<file path="config.mk">
export PLATFORM = sky130hd
export DESIGN_NAME = vga_sync_gen
export DESIGN_NICKNAME = d
export VERILOG_FILES = /design/src/rtl/vga_sync_gen.sv
export SDC_FILE = /design/constraint.sdc
export NUM_CORES = 1
export LEC_CHECK = 0
export BUFFER_PORTS_ARGS = -buffer_cell sky130_fd_sc_hd__buf_2
export CAP_MARGIN = 10
export CORE_MARGIN = 4
export CORE_UTILIZATION = 45
export DETAILED_ROUTE_END_ITERATION = 10
export GPL_ROUTABILITY_DRIVEN = 1
export PLACE_DENSITY = 0.67
export SYNTH_ARGS = -nofsm -noshare
export SYNTH_HDL_FRONTEND = slang
export SYNTH_SLANG_ARGS = --single-unit
</file>
<file path="constraint.sdc">
create_clock -name clk -period 3 [get_ports clk]
set_input_delay 0.15 -clock clk [delete_from_list [all_inputs] [get_ports clk]]
set_output_delay 0.15 -clock clk [all_outputs]
set_load 0.005 [all_outputs]
</file>
<file path="src/rtl/vga_sync_gen.sv">
// VGA timing generator: pixel-rate enable, H/V counters, registered syncs, video_on, frame_start, blink.
// Optional macro VGA_BLINK_EN adds a frame counter driving blink; otherwise blink is held at 1.
module vga_sync_gen #(
  parameter int H_ACTIVE     = 640,
  parameter int H_FP         = 16,
  parameter int H_SYNC       = 96,
  parameter int H_BP         = 48,
  parameter int V_ACTIVE     = 480,
  parameter int V_FP         = 10,
  parameter int V_SYNC       = 2,
  parameter int V_BP         = 33,
  parameter int BLINK_FRAMES = 30
) (
  input  logic        clk,
  input  logic        rst_n,
  output logic        pix_tick,
  output logic        h_sinc,
  output logic        v_sinc,
  output logic [10:0] countH,
  output logic [10:0] countV,
  output logic        video_on,
  output logic        frame_start,
  output logic        blink
);

  localparam logic [10:0] H_LAST     = 11'(H_ACTIVE + H_FP + H_SYNC + H_BP - 1);
  localparam logic [10:0] V_LAST     = 11'(V_ACTIVE + V_FP + V_SYNC + V_BP - 1);
  localparam logic [10:0] H_ACT      = 11'(H_ACTIVE);
  localparam logic [10:0] V_ACT      = 11'(V_ACTIVE);
  localparam logic [10:0] H_SYNC_BEG = 11'(H_ACTIVE + H_FP);
  localparam logic [10:0] H_SYNC_END = 11'(H_ACTIVE + H_FP + H_SYNC - 1);
  localparam logic [10:0] V_SYNC_BEG = 11'(V_ACTIVE + V_FP);
  localparam logic [10:0] V_SYNC_END = 11'(V_ACTIVE + V_FP + V_SYNC - 1);

  logic        pix_tick_q;
  logic [10:0] countH_q, countH_d;
  logic [10:0] countV_q, countV_d;
  logic        h_sinc_q, h_sinc_d;
  logic        v_sinc_q, v_sinc_d;
  logic        video_on_q, video_on_d;
  logic        frame_start_q, frame_start_d;

  // Decode syncs/video_on from the next counter values so the registered
  // outputs line up with countH/countV in the same clk.
  always_comb begin
    countH_d      = countH_q;
    countV_d      = countV_q;
    frame_start_d = 1'b0;
    if (pix_tick_q) begin
      if (countH_q == H_LAST) begin
        countH_d = '0;
        if (countV_q == V_LAST) begin
          countV_d      = '0;
          frame_start_d = 1'b1;
        end else begin
          countV_d = countV_q + 11'd1;
        end
      end else begin
        countH_d = countH_q + 11'd1;
      end
    end
    h_sinc_d   = !((countH_d >= H_SYNC_BEG) && (countH_d <= H_SYNC_END));
    v_sinc_d   = !((countV_d >= V_SYNC_BEG) && (countV_d <= V_SYNC_END));
    video_on_d = (countH_d < H_ACT) && (countV_d < V_ACT);
  end

  always_ff @(posedge clk or negedge rst_n) begin
    if (!rst_n) begin
      pix_tick_q    <= 1'b0;
      countH_q      <= '0;
      countV_q      <= '0;
      h_sinc_q      <= 1'b1;
      v_sinc_q      <= 1'b1;
      video_on_q    <= 1'b1;
      frame_start_q <= 1'b0;
    end else begin
      pix_tick_q    <= !pix_tick_q;
      countH_q      <= countH_d;
      countV_q      <= countV_d;
      h_sinc_q      <= h_sinc_d;
      v_sinc_q      <= v_sinc_d;
      video_on_q    <= video_on_d;
      frame_start_q <= frame_start_d;
    end
  end

`ifdef VGA_BLINK_EN
  localparam int FW = (BLINK_FRAMES > 1) ? $clog2(BLINK_FRAMES) : 1;

  logic [FW-1:0] frame_cnt_q, frame_cnt_d;
  logic          blink_q, blink_d;

  // blink flips on the same edge that raises the wrapping frame_start pulse.
  always_comb begin
    frame_cnt_d = frame_cnt_q;
    blink_d     = blink_q;
    if (frame_start_d) begin
      if (frame_cnt_q == FW'(BLINK_FRAMES - 1)) begin
        frame_cnt_d = '0;
        blink_d     = !blink_q;
      end else begin
        frame_cnt_d = frame_cnt_q + 1'b1;
      end
    end
  end

  always_ff @(posedge clk or negedge rst_n) begin
    if (!rst_n) begin
      frame_cnt_q <= '0;
      blink_q     <= 1'b0;
    end else begin
      frame_cnt_q <= frame_cnt_d;
      blink_q     <= blink_d;
    end
  end

  assign blink = blink_q;
`else
  // Digits always lit; BLINK_FRAMES has no effect in this build.
  assign blink = 1'b1 | (BLINK_FRAMES == 0);
`endif

  assign pix_tick    = pix_tick_q;
  assign countH      = countH_q;
  assign countV      = countV_q;
  assign h_sinc      = h_sinc_q;
  assign v_sinc      = v_sinc_q;
  assign video_on    = video_on_q;
  assign frame_start = frame_start_q;

endmodule

</file>
==> impl_metrics.yaml <==
timing:
  rsz0062_at_grt: "false"
  clock.fmax_mhz: 414.4
  finalSetupViolCount: 0
  timing.final.crit_period_ns: 2.413
  tns_ns: 0
  clock_skew_ns: 0.007072
  hold_viol_final: 0
  drv_slew: 0
  tightest_slew_ns: 0.5957
  setup_ws_ns: 0.5870
  post-route-period-util_pct: 80.43
  maxSlewHeadroom_pct: 59.87
placed_design:
  hpwlAfterDp_microns: 2358
  io_buffers: 28
  gp_congestion: 0.8307
  pre_cts_ws_ns: 0.6316
worst_setup_path:
  worst-path-max-fanout: 11
  crit_type: "flop to flop"
  startpoint_type: "flop"
  crit_path_end_kind: "flop"
  cp_data_required_time_ns: 3.28
  arrival_ns: 2.69
floorplan:
  die_w_microns: 65.57
  num_rows: 20
  start_util_pct: 48.06
  core_sq_um: 3103
  ioPinCount: 30
  die_h_microns: 65.57
  die_area_sq_um: 4299
global_routing:
  antenna_found_initial: 0
  first_global_vias: 1105
  grt_start_max_net_pins: 28
  grtUsageTotal_pct: 16.24
  grt-ovfl-total: 0
  grt_pass1_wl_microns: 5464
synthesis:
  async_flop_share_pct: 100.0
  ys_top_cells_by_area: "dfrtp_1 (40%), xnor2_1 (6.5%), dfstp_2 (5.3%), nand4_1 (4.6%), xor2_1 (4.1%)"
  synth_top_family_by_area: "simple AND/OR/NAND/NOR gates"
  syn_avg_cell_area_sq_um: 9.685
  synth_xor_area_share_pct: 10.57
  ys_warn_count: 0
  synth_seq_area_share_pct: 45.55
  netlist.area_leader.share_pct: 40.27
  synth_edf_count: 0
  syn_area_sq_um: 1491
  synth.distinct_cells: 39
  ys_seq_elements: 27
  synthMuxAreaShare_pct: 2.013
  synthCells: 154
  syn_nets: 159
  synth_compound_area_share_pct: 5.956
  synthSimpleGateAreaFrac_pct: 27.77
  netlist.top_cell.by_area: "dfrtp_1"
  synthAdderAreaFrac_pct: 2.517
  synth_ff_type: "dfrtp_1"
clock_tree:
  clock-root-buffer: "clkbuf_4"
  cts_sinks: 27
  hold_buffers: 1
  cts_setup_buffers: 0
  htree_levels: 1
  cts.repair.resized: 0
  path_clk_slew_ns: 0.15
  cts_tree: "done"
  cts-buffers-inserted: 3
  clk_latency_ns: 0.32
  cts_buffer_depth: 2
power:
  power_switching_share_pct: 21.68
  p_per_area_nw_per_um2: 315.8
  ir_drop_mv: 0.1802
  pwr-share-comb_pct: 1.6
  pwr-share-clk_pct: 29.9
  seqPwrFrac_pct: 68.5
  internal-power_w: 0.0004165
  p_sw_w: 0.0001153
  leakagePower_nw: 0.8153
drt:
  drt-initial-drc-count: 76
  drt_wl_total_microns: 3151
  route.vias.total: 1207
  drc: 0
  drt-wirelength-per-cell_microns: 14.07
  dr.pass1.iters: 4
  vias_per_cell: 5.388
  ant_nets: 0
outcome:
  status: "complete, no violations"
finish:
  syn_to_final_growth_pct: 12.92
  fin_nets: 186
  layout_commonest_cell: "buf_2"
  layout_common_cells: "buf_2 (28), dfrtp_1 (24), nor2_1 (16)"
  antennaDiodeCount: 0
  drive_gt1_share_pct: 23.89
run:
  drv_cap: 0
min_path:
  hold_class: "input pin to async pin"
[per-stage QoR]
| stage | hold WS, ns | area, sq um | util (%) | total power (W) | std cells |
|---|---|---|---|---|---|
| 2_1_floorplan | -0.1456 | 1491 | - | 0.0003722 | 154 |
| 3_3_place_gp | 0.1709 | 1644 | 52.98 | 0.0003784 | 219 |
| 3_5_place_dp | 0.1936 | 1644 | 52.98 | 0.0003790 | 219 |
| 4_1_cts | 0.3587 | 1684 | 54.27 | 0.0005418 | 224 |
| 5_1_grt | 0.3674 | 1684 | 54.27 | 0.0005632 | 224 |
| 6_report | 0.3335 | 1684 | 54.27 | 0.0005318 | 224 |
[power groups by stage]
| stage | Combinational, W | Clock [W] | Sequential (W) |
|---|---|---|---|
| after floorplan | 0.00000122 | 0 | 0.000371 |
| after global placement | 0.00000755 | 0 | 0.000371 |
| after detailed placement | 0.00000818 | 0 | 0.000371 |
| after CTS | 0.00000914 | 0.000168 | 0.000364 |
| after global routing | 0.0000101 | 0.000189 | 0.000365 |
| final | 0.00000829 | 0.000159 | 0.000364 |
[final cells by class]
cell class | count | area (sq um)
Multi-Input combinational cell | 111 | 732.0
Sequential cell | 27 | 679.4
Tap cell | 44 | 55.05
Fill cell | 302 | 1419
Clock buffer | 3 | 22.52
Clock inverter | 1 | 7.507
Inverter | 8 | 30.03
Timing Repair Buffer | 30 | 157.7
[sequential cells by signal, indices dropped and copies added (netlist names)]
signal / flops
countH: 11
countV: 11
frame_start: 1
h_sinc: 1
pix_tick: 1
v_sinc: 1
video_on: 1
[critical path: stages, from the launching register on]
cell and delay (ns):
dfrtp_1 0.46, ha_1 0.23, and4_1 0.43, and4_1 0.40, and2_1 0.23, xnor2_1 0.09
nor3_1 0.26, and4bb_1 0.25
[path summary, 6_finish.rpt]
check,from,end,slack [ns],cells past startpoint
max in group asynchronous,rst_n,countH[1],2.29,2
min in group clk,countV[10],countV[10],0.57,1
max,countH[0],video_on,0.59,7
min,rst_n,countV[3],0.33,2
min reg2reg,countV[10],countV[10],0.57,1
max reg2reg,countH[0],video_on,0.59,7
[kinds of logic after synthesis]
family / after synthesis
other: 1
flip-flops: 27
AO/OA/AOI/OAI: 14
AND/OR/NAND/NOR: 72
adder cells (fa/ha/maj): 3
XOR/XNOR: 18
buffers and inverters: 16
multiplexers: 3
[Yosys cell counts (all sizes together), types with 4 or more instances]
master / instances
and3: 4
buf: 7
dfrtp: 24
inv: 8
nand2: 10
nand3: 9
nand4: 11
nor2: 16
nor3: 5
nor4: 4
o21ai: 6
xnor2: 11
xor2: 7
[layer usage]
metal,wire (microns),vias up,global-route usage (%)
met1,1582,580,25.00
met4,21,0,3.109
met3,126,2,3.248
met5,0,-,0
met2,1420,31,23.51
li1,-,594,-
(Power assumes the default switching activity.)
